--- config.mk ---
export PLATFORM = sky130hd
export DESIGN_NAME = upe_mul_arbiter_flat
export DESIGN_NICKNAME = d
export VERILOG_FILES = /design/src/rtl/upe_mul_arbiter_if.sv /design/src/rtl/upe_mul16uu.sv /design/src/rtl/upe_mul_arbiter.sv /design/src/flat_wrapper.sv
export SDC_FILE = /design/constraint.sdc
export NUM_CORES = 1
export LEC_CHECK = 0
export CORE_MARGIN = 2
export CORE_UTILIZATION = 45
export CTS_CLUSTER_SIZE = 10
export DETAILED_ROUTE_END_ITERATION = 7
export GPL_TIMING_DRIVEN = 0
export PLACE_DENSITY = 0.67
export SLEW_MARGIN = 20
export SYNTH_ARGS = -nofsm -noshare
export SYNTH_HDL_FRONTEND = slang
export SYNTH_SLANG_ARGS = --single-unit
--- constraint.sdc ---
create_clock -name CLK -period 12.3 [get_ports CLK]
set_input_delay 2.46 -clock CLK [delete_from_list [all_inputs] [get_ports CLK]]
set_output_delay 2.46 -clock CLK [all_outputs]
set_load 0.02 [all_outputs]
--- src/rtl/upe_mul_arbiter_if.sv ---
// Requester/consumer bundle for upe_mul_arbiter.
// The master side drives operands and consumer ready.
// The slave side (the arbiter) drives grants and results.
interface upe_mul_arbiter_if #(
  parameter int NREQ = 4,
  parameter int IDW  = 2
);
  logic [NREQ-1:0]    req_valid;
  logic [NREQ-1:0]    req_ready;
  logic [16*NREQ-1:0] req_a;
  logic [16*NREQ-1:0] req_b;
  logic               rsp_valid;
  logic               rsp_ready;
  logic [31:0]        rsp_data;
  logic [IDW-1:0]     rsp_id;
  logic               busy;

  modport master (
    output req_valid, req_a, req_b, rsp_ready,
    input  req_ready, rsp_valid, rsp_data, rsp_id, busy
  );

  modport slave (
    input  req_valid, req_a, req_b, rsp_ready,
    output req_ready, rsp_valid, rsp_data, rsp_id, busy
  );
endinterface

--- src/rtl/upe_mul16uu.sv ---
// 16x16 unsigned combinational multiplier with a full 32-bit product.
module upe_mul16uu (
  input  logic [15:0] a,
  input  logic [15:0] b,
  output logic [31:0] p
);
  assign p = 32'(a) * 32'(b);
endmodule

--- src/rtl/upe_mul_arbiter.sv ---
// Round-robin sharing of one upe_mul16uu among NREQ requesters.
// Granted operands are registered, multiplied, and the tagged product is
// queued in a small result FIFO with valid/ready backpressure.
module upe_mul_arbiter #(
  parameter int NREQ       = 4,
  parameter int IDW        = 2,
  parameter int FIFO_DEPTH = 4
) (
  input  logic              CLK,
  input  logic              RST_N,
  upe_mul_arbiter_if.slave  bus
);
  localparam int PW = (FIFO_DEPTH > 1) ? $clog2(FIFO_DEPTH) : 1;
  localparam int CW = PW + 1;

  logic [IDW-1:0] rr_ptr;
  logic [15:0]    stage_a;
  logic [15:0]    stage_b;
  logic [IDW-1:0] stage_id;
  logic           stage_vld;
  logic [31:0]    product;

  logic [31:0]    mem_data [FIFO_DEPTH];
  logic [IDW-1:0] mem_id   [FIFO_DEPTH];
  logic [PW-1:0]  wr_ptr;
  logic [PW-1:0]  rd_ptr;
  logic [CW-1:0]  count;
  logic [31:0]    last_data;
  logic [IDW-1:0] last_id;

  logic           can_issue;
  logic           xfer;
  logic           push;
  logic           pop;
  logic [NREQ-1:0] grant;
  logic [IDW-1:0] sel_id;
  logic [15:0]    sel_a;
  logic [15:0]    sel_b;

  // Credit ignores a same-cycle pop so req_ready never depends on rsp_ready.
  assign can_issue = ({1'b0, count} + {{CW{1'b0}}, stage_vld}) < (CW+1)'(FIFO_DEPTH);

  // Round-robin pick: first valid above rr_ptr, then wrap to the lowest index.
  always_comb begin
    grant  = '0;
    sel_id = '0;
    sel_a  = '0;
    sel_b  = '0;
    xfer   = 1'b0;
    if (RST_N && can_issue) begin
      for (int unsigned i = 0; i < NREQ; i++) begin
        if (!xfer && bus.req_valid[i] && (i > 32'(rr_ptr))) begin
          xfer     = 1'b1;
          grant[i] = 1'b1;
          sel_id   = IDW'(i);
          sel_a    = bus.req_a[16*i +: 16];
          sel_b    = bus.req_b[16*i +: 16];
        end
      end
      for (int unsigned i = 0; i < NREQ; i++) begin
        if (!xfer && bus.req_valid[i] && (i <= 32'(rr_ptr))) begin
          xfer     = 1'b1;
          grant[i] = 1'b1;
          sel_id   = IDW'(i);
          sel_a    = bus.req_a[16*i +: 16];
          sel_b    = bus.req_b[16*i +: 16];
        end
      end
    end
  end

  assign bus.req_ready = grant;

  // Operand stage and round-robin pointer update on each transfer.
  always_ff @(posedge CLK or negedge RST_N) begin
    if (!RST_N) begin
      rr_ptr    <= IDW'(NREQ - 1);
      stage_vld <= 1'b0;
      stage_a   <= '0;
      stage_b   <= '0;
      stage_id  <= '0;
    end else begin
      stage_vld <= xfer;
      if (xfer) begin
        rr_ptr   <= sel_id;
        stage_a  <= sel_a;
        stage_b  <= sel_b;
        stage_id <= sel_id;
      end
    end
  end

  upe_mul16uu u_mul (
    .a (stage_a),
    .b (stage_b),
    .p (product)
  );

  assign push = stage_vld;
  assign pop  = bus.rsp_valid & bus.rsp_ready;

  // FIFO storage; contents need no reset because count gates visibility.
  always_ff @(posedge CLK) begin
    if (push) begin
      mem_data[wr_ptr] <= product;
      mem_id[wr_ptr]   <= stage_id;
    end
  end

  // FIFO pointers, occupancy and the last-popped value shown when empty.
  always_ff @(posedge CLK or negedge RST_N) begin
    if (!RST_N) begin
      wr_ptr    <= '0;
      rd_ptr    <= '0;
      count     <= '0;
      last_data <= '0;
      last_id   <= '0;
    end else begin
      if (push) wr_ptr <= wr_ptr + PW'(1);
      if (pop) begin
        rd_ptr    <= rd_ptr + PW'(1);
        last_data <= mem_data[rd_ptr];
        last_id   <= mem_id[rd_ptr];
      end
      case ({push, pop})
        2'b10:   count <= count + CW'(1);
        2'b01:   count <= count - CW'(1);
        default: count <= count;
      endcase
    end
  end

  assign bus.rsp_valid = (count != '0);
  assign bus.rsp_data  = bus.rsp_valid ? mem_data[rd_ptr] : last_data;
  assign bus.rsp_id    = bus.rsp_valid ? mem_id[rd_ptr]   : last_id;
  assign bus.busy      = stage_vld | (count != '0);
endmodule

--- src/flat_wrapper.sv ---
// flat-port wrapper written by rule: the top's interface ports become plain ports
module upe_mul_arbiter_flat 
#(
  parameter int NREQ       = 4,
  parameter int IDW        = 2,
  parameter int FIFO_DEPTH = 4
)
  (CLK, RST_N, bus_req_valid, bus_req_a, bus_req_b, bus_rsp_ready, bus_req_ready, bus_rsp_valid, bus_rsp_data, bus_rsp_id, bus_busy);
  upe_mul_arbiter_if #(.NREQ(NREQ), .IDW(IDW)) bus_i ();
  input  logic CLK;
  input  logic RST_N;
  input wire logic [$bits(bus_i.req_valid)-1:0] bus_req_valid;
  input wire logic [$bits(bus_i.req_a)-1:0] bus_req_a;
  input wire logic [$bits(bus_i.req_b)-1:0] bus_req_b;
  input wire logic [$bits(bus_i.rsp_ready)-1:0] bus_rsp_ready;
  output wire logic [$bits(bus_i.req_ready)-1:0] bus_req_ready;
  output wire logic [$bits(bus_i.rsp_valid)-1:0] bus_rsp_valid;
  output wire logic [$bits(bus_i.rsp_data)-1:0] bus_rsp_data;
  output wire logic [$bits(bus_i.rsp_id)-1:0] bus_rsp_id;
  output wire logic [$bits(bus_i.busy)-1:0] bus_busy;
  assign bus_i.req_valid = bus_req_valid;
  assign bus_i.req_a = bus_req_a;
  assign bus_i.req_b = bus_req_b;
  assign bus_i.rsp_ready = bus_rsp_ready;
  assign bus_req_ready = bus_i.req_ready;
  assign bus_rsp_valid = bus_i.rsp_valid;
  assign bus_rsp_data = bus_i.rsp_data;
  assign bus_rsp_id = bus_i.rsp_id;
  assign bus_busy = bus_i.busy;
  upe_mul_arbiter #(.NREQ(NREQ), .IDW(IDW), .FIFO_DEPTH(FIFO_DEPTH)) u_core (.CLK(CLK), .RST_N(RST_N), .bus(bus_i));
endmodule
==> impl_metrics.tcl <==
set metrics [dict create \
    path_delay_family "adder cells" \
    grt_use_total 0.216 \
    antenna_left 0 \
    worst_pin_slew_ns 0.751 \
    cp_slowest_cell "a211oi_1" \
    cts_made_buffers 26 \
    port-buffer-count 174 \
    ys_types 58 \
    grt_pass1_wl_um 66200 \
    dr_total_vias 11800 \
    max_freq_mhz 134 \
    io_pins 175 \
    globalRouteOverflowTotal 0 \
    syn_nets 1939 \
    hold_viol_final 0 \
    async_flop_share 0.364 \
    synth_area_per_cell_sq_um 11.5 \
    hpwl_um 34200 \
    slowest_delay_ns 0.61 \
    hp-class "flop to flop" \
    critPathArrivalTime_ns 7.68 \
    synth.largest_area_cell "edfxtp_1" \
    gp_congestion 0.906 \
    yosysWarningCount 0 \
    path_class "flop to flop" \
    period_share 0.605 \
    maxCapViolCount 0 \
    die_w_um 200 \
    htree_levels 1 \
    core.rowCount 71 \
    ys_top_cells_by_area "edfxtp_1 (24%), fa_1 (23%), dfrtp_1 (11%)" \
    initial_utilization 0.458 \
    drtIter0Drc 760 \
    drc 0 \
    ys_ff_latch 214 \
    grt_max_degree 58 \
    cts-resized-gates 0 \
    die-height_um 200 \
    antenna_cells 0 \
    design.core.area_sq_um 37800 \
    dieArea_sq_um 40000 \
    rsz0062_at_grt "false" \
    drv_slew 0 \
    cts_sinks 214 \
    syn_area_sq_um 17300 \
    antenna_found_initial 0 \
    viasPerCell 5.27 \
    postCtsSetupBuffers 0 \
    synth_cells 1500 \
    clk_latency_ns 0.53 \
    cp.required_ns 12.54 \
    synth-edff-count 136 \
    wl_per_cell_um 19.1 \
    fin_worst_skew_ns 0.0392 \
    critical_path.cell_chain "clkbuf_1, clkbuf_1, nand2_1, fa_1, inv_1, fa_1, inv_1, fa_1, inv_1, fa_1, fa_1, inv_1, fa_1, inv_1, ha_1, and4_1, and3_1, nand3_1, a21bo_1, a31oi_1, o221ai_1, a211oi_1" \
    maxSlewHeadroom 0.500 \
    final_common_cell "inv_1" \
    layout_min_cycle_time_ns 7.45 \
    nFillCells 3180 \
    status "finished clean" \
    cp_max_fo 10 \
    cpMostUsedCell "fa_1" \
    setup_tns_ns 0 \
    finalWirelength_um 42800 \
    drive_gt1_frac 0.0932 \
    cp-start-kind "flop" \
    first_global_vias 12100 \
    clk_pin_slew_ns 0.06 \
    path_buf_inv 7 \
    cts-root-buf "clkbuf_16" \
    drt_first_pass_iters 6 \
    yosysSeqAreaShare 0.349 \
    ys.flop_type "edfxtp_1" \
    finalSetupViolations 0 \
    clk_path_buf_depth 3 \
    fin_nets 2146 \
    layout_common_cells "inv_1 (230), fa_1 (195), nand2_1 (178)" \
    endpoint_kind "flop" \
    cts_tree "yes" \
    cts_hold_buf 0 \
    yosysTopAreaCellShare 0.236 \
    synthToLayoutAreaGrowth_pct 19.0 \
]
==> through the flow <==
stage	util	cell area (sq um)	setup slack (ns)	cells	hold WS, ns
after detailed placement	0.524	19800	4.84	2190	0.484
after CTS	0.545	20600	4.83	2238	0.494
after global routing	0.545	20600	4.51	2238	0.504
final	0.545	20600	4.85	2238	0.495
after floorplan	-	17300	6.31	1500	0.446
after global placement	0.521	19700	2.08	2185	0.467
==> cells by family after synthesis <==
family                     Yosys count  share of synthesized area
AOI/OAI and AO/OA                  155                     0.0667
muxes                              103                     0.0892
and+or+nand+nor                    392                      0.109
buffers and inverters              303                     0.0664
adders and majority gates          304                      0.305
DFF                                214                      0.349
xor gates and xnor gates            29                     0.0147
==> area by class of cell <==
class,count,area (sq um),area share
inverter,230,863,0.0420
tap,511,639,0.0311
multi-input combinational,983,10100,0.491
sequential,214,6040,0.294
timing repair buffer,179,1850,0.0902
clock buffer,45,732,0.0356
buffer,73,284,0.0138
clock inverter,3,55.1,0.00268
==> Yosys cell counts, drive strengths merged (2+ instances only) <==
library cell and count:
a31oi 33, edfxtp 136, and2 133, nand3 5, nand2b 5, dfstp 2
o311ai 2, a222oi 32, and3 5, and4 2, nand3b 2, dfrtp 76
nand2 178, o21bai 2, nor2 51, buf 16, fa 195, ha 109
a211oi 4, nor3 4, o21ai 19, a21o 13, mux4 34, xnor2 15
o31a 2, o221ai 2, nor2b 4, o21a 4, inv 230, mux2 68
clkbuf 57, a21oi 29, xor2 14
==> sequential cells by signal, indices dropped and copies added, names as in the netlist <==
signal / flops
u_core.rr_ptr: 2
u_core.rd_ptr: 2
u_core.last_data: 32
u_core.stage_a: 16
u_core.wr_ptr: 2
u_core.mem_data: 128
u_core.mem_id: 8
u_core.push: 1
u_core.last_id: 2
u_core.count: 3
u_core.stage_id: 2
u_core.stage_b: 16
==> per-layer routing <==
metal  vias to the layer above  GRT usage  routed length, um
met4                         0     0.0538               1070
met2                       332      0.355              20700
met1                      5963      0.305              18900
met5                         -          0                  0
li1                       5420          -                  -
met3                        70     0.0282               2120
==> final timing paths <==
path | from | end | slack, ns | cells after the start
setup / recovery | u_core.stage_b[7] | u_core.mem_data[1][31] | 4.85 | 22
hold / removal | u_core.count[2] | u_core.count[2] | 0.50 | 1
setup reg to reg | u_core.stage_b[7] | u_core.mem_data[1][31] | 4.85 | 22
hold reg to reg | u_core.count[2] | u_core.count[2] | 0.50 | 1
max in group asynchronous | RST_N | u_core.rr_ptr[0] | 9.79 | 2
min in group asynchronous | RST_N | u_core.last_data[19] | 1.86 | 1
Power is left out: the tool's default activity adds up to more than one toggle a clock period on the data nets, which glitch-free logic cannot reach.
